--- src/rtl/avalon_spi_master_mc.sv ---
// Avalon-MM SPI master: TX/RX first-word-fall-through FIFOs, CPOL/CPHA, runtime divider, NUM_SS selects, irq.
// Define SPI_LOOPBACK_EN to build the internal mosi->miso loopback controlled by CONTROL[6].

module avalon_spi_master_mc_fifo #(
    parameter int W     = 32,
    parameter int DEPTH = 8
) (
    input  logic         clk,
    input  logic         rst,
    input  logic         push,
    input  logic [W-1:0] wdata,
    input  logic         pop,
    output logic [W-1:0] rdata,
    output logic         empty,
    output logic         full,
    output logic         drop
);
    localparam int AW = $clog2(DEPTH);

    logic [W-1:0]  mem [DEPTH];
    logic [AW-1:0] wr_ptr, rd_ptr;
    logic [AW:0]   count;
    logic          do_push, do_pop;

    assign empty   = (count == '0);
    assign full    = (count == (AW+1)'(DEPTH));
    assign do_pop  = pop & ~empty;
    assign do_push = push & (~full | do_pop);
    assign drop    = push & ~do_push;
    assign rdata   = mem[rd_ptr];

    // NOTE: storage is deliberately not reset; pointers and count alone define the contents.
    always_ff @(posedge clk) begin
        if (do_push) mem[wr_ptr] <= wdata;
    end

    always_ff @(posedge clk) begin
        if (rst) begin
            wr_ptr <= '0;
            rd_ptr <= '0;
            count  <= '0;
        end else begin
            if (do_push) wr_ptr <= wr_ptr + 1'b1;
            if (do_pop)  rd_ptr <= rd_ptr + 1'b1;
            case ({do_push, do_pop})
                2'b10:   count <= count + 1'b1;
                2'b01:   count <= count - 1'b1;
                default: count <= count;
            endcase
        end
    end
endmodule

module avalon_spi_master_mc #(
    parameter int DATA_W     = 32,
    parameter int FIFO_DEPTH = 8,
    parameter int NUM_SS     = 4,
    parameter int DIV_W      = 8
) (
    input  logic              clk,
    input  logic              hard_reset,
    input  logic [7:0]        address,
    input  logic              chip_select,
    input  logic              read,
    input  logic              write,
    input  logic [31:0]       write_data,
    output logic [31:0]       read_data,
    output logic              wait_request,
    output logic              irq,
    input  logic              miso,
    output logic              sclk,
    output logic              mosi,
    output logic [NUM_SS-1:0] ss_n
);
    typedef enum logic [2:0] {IDLE, SETUP, SHIFT, HOLD, GAP} state_t;

    localparam int EDGES = 2 * DATA_W;
    localparam int EW    = $clog2(EDGES + 1);

    state_t state, next_state;

    logic              c_enable, c_cpol, c_cpha, c_ie_rx, c_ie_idle, c_ie_err, c_loop;
    logic [3:0]        c_ss_sel;
    logic [DIV_W-1:0]  c_div;
    logic              tx_ovf, rx_ovr;

    logic              cpha_l;
    logic [DIV_W-1:0]  div_l, hcnt;
    logic [EW-1:0]     ecnt;
    logic [DATA_W-1:0] tx_sr, rx_sr, rx_word;
    logic              sclk_q, mosi_q, sample_bit;
    logic [NUM_SS-1:0] ss_n_q;

    logic              busy, half_done, last_edge, toggle, leading, trailing, sample_ev, shift_ev;

    logic              tx_push, tx_pop, tx_empty, tx_full, tx_drop;
    logic              rx_push, rx_pop, rx_empty, rx_full, rx_drop;
    logic [DATA_W-1:0] tx_head, rx_head;

    logic [1:0]        reg_addr;
    logic              wr_en, rd_first, rd_last, rd_phase, rd_pop_ok;
    logic [31:0]       rd_mux;
    logic              unused_bits;

    assign reg_addr     = address[1:0];
    assign wr_en        = chip_select & write;
    assign rd_first     = chip_select & read & ~rd_phase;
    assign rd_last      = chip_select & read & rd_phase;
    assign wait_request = rd_first;
    assign tx_push      = wr_en && (reg_addr == 2'd0);
    assign rx_pop       = rd_last & rd_pop_ok;
    assign unused_bits  = ^{address[7:2], write_data};

    assign sclk = sclk_q;
    assign mosi = mosi_q;
    assign ss_n = ss_n_q;
    assign busy = (state != IDLE);

    avalon_spi_master_mc_fifo #(.W(DATA_W), .DEPTH(FIFO_DEPTH)) u_tx_fifo (
        .clk(clk), .rst(hard_reset), .push(tx_push), .wdata(write_data[DATA_W-1:0]),
        .pop(tx_pop), .rdata(tx_head), .empty(tx_empty), .full(tx_full), .drop(tx_drop)
    );

    avalon_spi_master_mc_fifo #(.W(DATA_W), .DEPTH(FIFO_DEPTH)) u_rx_fifo (
        .clk(clk), .rst(hard_reset), .push(rx_push), .wdata(rx_word),
        .pop(rx_pop), .rdata(rx_head), .empty(rx_empty), .full(rx_full), .drop(rx_drop)
    );

    function automatic logic [NUM_SS-1:0] ss_decode(input logic [3:0] sel);
        logic [NUM_SS-1:0] v;
        v = '1;
        for (int i = 0; i < NUM_SS; i++) begin
            if (int'(sel) == i) v[i] = 1'b0;
        end
        return v;
    endfunction

    // Read handshake: snapshot the register in the wait cycle, pop RX only in the data cycle.
    always_ff @(posedge clk) begin
        if (hard_reset) begin
            rd_phase  <= 1'b0;
            rd_pop_ok <= 1'b0;
            read_data <= '0;
        end else begin
            rd_phase  <= rd_first;
            rd_pop_ok <= rd_first && (reg_addr == 2'd1) && !rx_empty;
            if (rd_first) read_data <= rd_mux;
        end
    end

    always_comb begin
        rd_mux = '0;
        case (reg_addr)
            2'd1: rd_mux[DATA_W-1:0] = rx_empty ? '0 : rx_head;
            2'd2: rd_mux[6:0] = {rx_ovr, tx_ovf, rx_full, rx_empty, tx_full, tx_empty, busy};
            2'd3: begin
                rd_mux[5:0]          = {c_ie_err, c_ie_idle, c_ie_rx, c_cpha, c_cpol, c_enable};
                rd_mux[6]            = c_loop;
                rd_mux[11:8]         = c_ss_sel;
                rd_mux[16 +: DIV_W]  = c_div;
            end
            default: rd_mux = '0;
        endcase
    end

    always_ff @(posedge clk) begin
        if (hard_reset) begin
            {c_enable, c_cpol, c_cpha, c_ie_rx, c_ie_idle, c_ie_err} <= '0;
            c_ss_sel <= '0;
            c_div    <= '0;
            tx_ovf   <= 1'b0;
            rx_ovr   <= 1'b0;
            irq      <= 1'b0;
        end else begin
            if (wr_en && reg_addr == 2'd3) begin
                {c_ie_err, c_ie_idle, c_ie_rx, c_cpha, c_cpol, c_enable} <= write_data[5:0];
                c_ss_sel <= write_data[11:8];
                c_div    <= write_data[16 +: DIV_W];
            end
            // A new overflow in the same cycle as the clear wins.
            if (tx_drop) tx_ovf <= 1'b1;
            else if (wr_en && reg_addr == 2'd2 && write_data[5]) tx_ovf <= 1'b0;
            if (rx_drop) rx_ovr <= 1'b1;
            else if (wr_en && reg_addr == 2'd2 && write_data[6]) rx_ovr <= 1'b0;
            irq <= (c_ie_rx & ~rx_empty) | (c_ie_idle & tx_empty & ~busy)
                 | (c_ie_err & (tx_ovf | rx_ovr));
        end
    end

`ifdef SPI_LOOPBACK_EN
    logic loop_l;
    always_ff @(posedge clk) begin
        if (hard_reset) begin
            c_loop <= 1'b0;
            loop_l <= 1'b0;
        end else begin
            if (wr_en && reg_addr == 2'd3) c_loop <= write_data[6];
            if (tx_pop) loop_l <= c_loop;
        end
    end
    assign sample_bit = loop_l ? mosi_q : miso;
`else
    assign c_loop     = 1'b0;
    assign sample_bit = miso;
`endif

    assign half_done = (hcnt == div_l);
    assign last_edge = (ecnt == EW'(EDGES - 1));
    assign leading   = toggle & ~ecnt[0];
    assign trailing  = toggle & ecnt[0];
    assign sample_ev = cpha_l ? trailing : leading;
    assign shift_ev  = cpha_l ? leading : (trailing & ~last_edge);
    // With cpha=1 the final bit is sampled on the very edge that pushes the word.
    assign rx_word   = cpha_l ? {rx_sr[DATA_W-2:0], sample_bit} : rx_sr;

    // NOTE: sequential state uses non-blocking assignments only, so all registers update together.
    always_ff @(posedge clk) begin
        if (hard_reset) state <= IDLE;
        else            state <= next_state;
    end

    // NOTE: every output of this block is defaulted first so no latch can be inferred.
    always_comb begin
        next_state = state;
        tx_pop     = 1'b0;
        rx_push    = 1'b0;
        toggle     = 1'b0;
        case (state)
            IDLE: begin
                if (c_enable && !tx_empty) begin
                    next_state = SETUP;
                    tx_pop     = 1'b1;
                end
            end
            SETUP: if (half_done) next_state = SHIFT;
            SHIFT: begin
                if (half_done) begin
                    toggle = 1'b1;
                    if (last_edge) begin
                        next_state = HOLD;
                        rx_push    = 1'b1;
                    end
                end
            end
            HOLD:    if (half_done) next_state = GAP;
            GAP:     if (half_done) next_state = IDLE;
            default: next_state = IDLE;
        endcase
    end

    always_ff @(posedge clk) begin
        if (hard_reset) begin
            cpha_l <= 1'b0;
            div_l  <= '0;
            hcnt   <= '0;
            ecnt   <= '0;
            tx_sr  <= '0;
            rx_sr  <= '0;
            sclk_q <= 1'b0;
            mosi_q <= 1'b0;
            ss_n_q <= '1;
        end else if (state == IDLE) begin
            sclk_q <= c_cpol;
            ss_n_q <= '1;
            hcnt   <= '0;
            ecnt   <= '0;
            if (tx_pop) begin
                cpha_l <= c_cpha;
                div_l  <= c_div;
                ss_n_q <= ss_decode(c_ss_sel);
                if (c_cpha) begin
                    tx_sr <= tx_head;
                end else begin
                    mosi_q <= tx_head[DATA_W-1];
                    tx_sr  <= tx_head << 1;
                end
            end
        end else begin
            hcnt <= half_done ? '0 : hcnt + 1'b1;
            if (toggle) begin
                sclk_q <= ~sclk_q;
                ecnt   <= ecnt + 1'b1;
            end
            if (sample_ev) rx_sr <= {rx_sr[DATA_W-2:0], sample_bit};
            if (shift_ev) begin
                mosi_q <= tx_sr[DATA_W-1];
                tx_sr  <= tx_sr << 1;
            end
            if (state == HOLD && half_done) ss_n_q <= '1;
        end
    end
endmodule

--- config.mk ---
export PLATFORM = sky130hd
export DESIGN_NAME = avalon_spi_master_mc
export DESIGN_NICKNAME = d
export VERILOG_FILES = /design/src/rtl/avalon_spi_master_mc.sv
export SDC_FILE = /design/constraint.sdc
export NUM_CORES = 1
export LEC_CHECK = 0
export CAP_MARGIN = 25
export CORE_MARGIN = 2
export CORE_UTILIZATION = 54
export CTS_BUF_LIST = sky130_fd_sc_hd__clkbuf_16
export CTS_CLUSTER_SIZE = 8
export DETAILED_ROUTE_END_ITERATION = 8
export PLACE_DENSITY = 0.81
export SLEW_MARGIN = 40
export SYNTH_ARGS = -nofsm -noshare
export SYNTH_HDL_FRONTEND = slang
export SYNTH_SLANG_ARGS = --single-unit
--- constraint.sdc ---
create_clock -name clk -period 9.5 [get_ports clk]
set_clock_uncertainty 0.15 [all_clocks]
set_input_delay 2.85 -clock clk [delete_from_list [all_inputs] [get_ports clk]]
set_output_delay 2.85 -clock clk [all_outputs]
set_load 0.01 [all_outputs]
==> impl_metrics.ini <==
[outcome]
status = finished, final reports clean

[clock_network]
path_clk_slew_ns = 0.05
cts-hold-fix-buffers = 0
clk_latency_ns = 0.66
clockBufferDepth = 3
cts_resized = 0
h-tree-depth = 3
cts_tree = built
cts_buffers = 97
postCtsSetupBuffers = 0
root_buffer = clkbuf_16
clock-sinks = 690

[min_path]
hold_class = reg -> reg

[sta]
period_share_pct = 84.7
clock.fmax_mhz = 124
fin_crit_ns = 8.04
tns_ns = 0
slew_headroom_pct = 43.8
whs_ns = 0.302
hold_viol_final = 0
setup_viol = 0
worstMarginPinSlew_ns = 0.844
grt_setup_unrepaired = no
finalMaxSlewViolations = 0

[logic_synthesis]
ys_ff_latch = 690
synthFlopType = edfxtp_1
synth_edf_count = 512
syn_avg_cell_area_um2 = 16.8
ys.warnings.count = 0
netlist_area_um2 = 27100
synth_async_sr_flop_share_pct = 0
synth_cell_types = 62
synth_nets = 1672
synth-seq-area-share_pct = 69.8
syn_inst = 1614

[route]
avgViaCountPerCell = 6.03
routedWlPerCell_um = 23.7
vias = 15006
drtIter0Drc = 1408
drtPass1Iterations = 6
drc = 0
routed_wl_um = 58900
ant_nets = 0

[power_and_ir_drop]
p_leak_nw = 10.8
power_frac_seq_pct = 49.8
swShare_pct = 20.5
p_switching_mw = 1.33
pwr-share-comb_pct = 1.7
vdd_ir_drop_max_mv = 0.190
powerDensity_nw_per_um2 = 205
p_int_mw = 5.17
clock_power_share_pct = 48.5

[place]
port_buffers = 79
place_hpwl_um = 32400
gp_congestion = 0.821

[die]
num_rows = 82
dieHeight_um = 228
fp.dieW_um = 228
pin_count = 86
core_um2 = 49900
dieArea_um2 = 52100
initial_core_util_pct = 54.4

[critical_path]
path_cells = clkdlybuf4s50_1 > nand3b_1 > inv_1 > clkdlybuf4s50_1
critPathKind = in -> out
cp_max_fo = 19
max_stage_delay_ns = 0.61
arrival_ns = 5.04
startpoint_type = primary input
path_common_cell = clkdlybuf4s50_1
path_delay_family = buffers and inverters
worst_path_max_delay_cell = clkdlybuf4s50_1
endpoint_kind = output port
required_ns = 6.50
path_buf_inv = 3

[grt]
grt_usage_pct = 23.0
grt_pass1_vias = 15815
grt_max_degree = 65
grt_overflow_total = 0
antenna_found_initial = 4
grt_pass1_wl_um = 91400

[finish]
nNetsFinal = 1788
mostFrequentLayoutCell = edfxtp_1
layout-drive-gt1-share_pct = 18.4
layout_common_cells = edfxtp_1, dfxtp_1, mux2i_1
area_delta_synth_final_pct = 16.6
nFillCells = 3368

[flow_run]
drv_cap = 0
## state kept, by name, indices dropped and copies added (netlist names), 3 cells and up, named ones only
signal,flops
c_ss_sel,4
u_tx_fifo.mem,256
rx_sr,32
u_tx_fifo.rd_ptr,3
u_tx_fifo.wr_ptr,3
u_rx_fifo.rd_ptr,3
u_rx_fifo.wr_ptr,3
ss_n,4
u_rx_fifo.count,4
u_rx_fifo.mem,256
c_div,8
tx_sr,32
state,3
ecnt,7
div_l,8
hcnt,8
u_tx_fifo.count,4
read_data,32
## metrics by stage
stage                     utilization, %  power [mW]  instance area, um^2  instances  setup slack, ns
after floorplan                        -        3.34                27100       1614             1.91
after global placement              57.6        3.40                28700       2303             1.54
after detailed placement            57.6        3.40                28700       2303             1.48
after CTS                           63.4        6.54                31600       2486             1.46
after global routing                63.5        6.68                31700       2487             1.37
final                               63.5        6.50                31700       2489             1.46
## cell usage after synthesis (3+ instances only)
library cell,instances,area [um^2]
edfxtp_1,512,15400
dfxtp_1,178,3560
mux2i_1,165,1650
mux4_2,128,2880
nor2_1,95,357
nand2_1,88,330
a21oi_1,59,295
clkbuf_1,49,184
o21ai_0,45,225
mux2_2,32,360
o2bb2ai_1,31,272
buf_2,27,135
xor2_1,18,158
nand3_1,13,65.1
nor3_1,13,65.1
o21ai_1,13,65.1
ha_1,12,150
xnor2_1,12,105
inv_1,10,37.5
nand2b_1,9,56.3
nand4_1,9,56.3
buf_1,7,26.3
buf_4,7,52.6
or3_1,7,43.8
and4_1,5,43.8
nor4_1,5,31.3
o32a_1,5,50.1
a31oi_1,4,25.0
a211oi_1,3,22.5
and3_1,3,18.8
buf_6,3,33.8
nand3b_1,3,22.5
nor2b_1,3,18.8
nor4b_1,3,26.3
o221ai_1,3,26.3
or4_1,3,22.5
## worst paths after layout
check                                  start                               to  slack (ns)  cells after the start
setup / recovery                 chip_select                     wait_request        1.46                      4
hold / removal    read_data[29]$_SDFFE_PP0P_       read_data[29]$_SDFFE_PP0P_        0.30                      2
setup reg to reg        ecnt[0]$_SDFFE_PP0N_  u_rx_fifo.count[2]$_SDFFE_PP0P_        6.14                     13
hold reg to reg   read_data[29]$_SDFFE_PP0P_       read_data[29]$_SDFFE_PP0P_        0.30                      2
## metal layers
layer / wire length [um] / vias up / track usage, % / share of wire (%)
met5: 12 / - / 0 / 0.020
met4: 1590 / 2 / 8.84 / 2.7
met1: 23700 / 7765 / 29.7 / 40
met3: 4020 / 115 / 4.76 / 6.8
li1: - / 6585 / - / -
met2: 29600 / 539 / 38.4 / 50
## tightest hold or removal path, delay by kind of cell (launching register included)
kind             cells  cell delay (ns)
flip-flops           1             0.31
AO/OA/AOI/OAI        1             0.05
AND/OR/NAND/NOR      1             0.05
## layout make-up
type	count	area (um^2)	share of cell area [%]
diodes	3	7.51	0.0237
clock buffers	99	2480	7.83
flip-flops and latches	690	19000	59.9
inverters	12	47.5	0.150
repair buffers	110	1030	3.27
multi-input cells	819	7850	24.8
well taps	672	841	2.66
clock inverters	84	444	1.40
## power by group through the flow
stage | Clock [mW] | Sequential (mW) | Combinational [mW]
after floorplan | 0 | 3.29 | 0.0445
after global placement | 0 | 3.29 | 0.103
after detailed placement | 0 | 3.29 | 0.107
after CTS | 3.20 | 3.24 | 0.109
after global routing | 3.33 | 3.23 | 0.118
final | 3.16 | 3.24 | 0.110
## kinds of logic after synthesis
logic type | after synthesis | synth area share (%)
AO/OA/AOI/OAI | 178 | 4.20
XOR/XNOR | 30 | 0.968
adder cells (fa/ha/maj) | 12 | 0.553
buffers and inverters | 105 | 1.77
flip-flops | 690 | 69.8
multiplexers | 326 | 18.1
AND/OR/NAND/NOR | 273 | 4.69
Power figures use the tool's default switching activity.
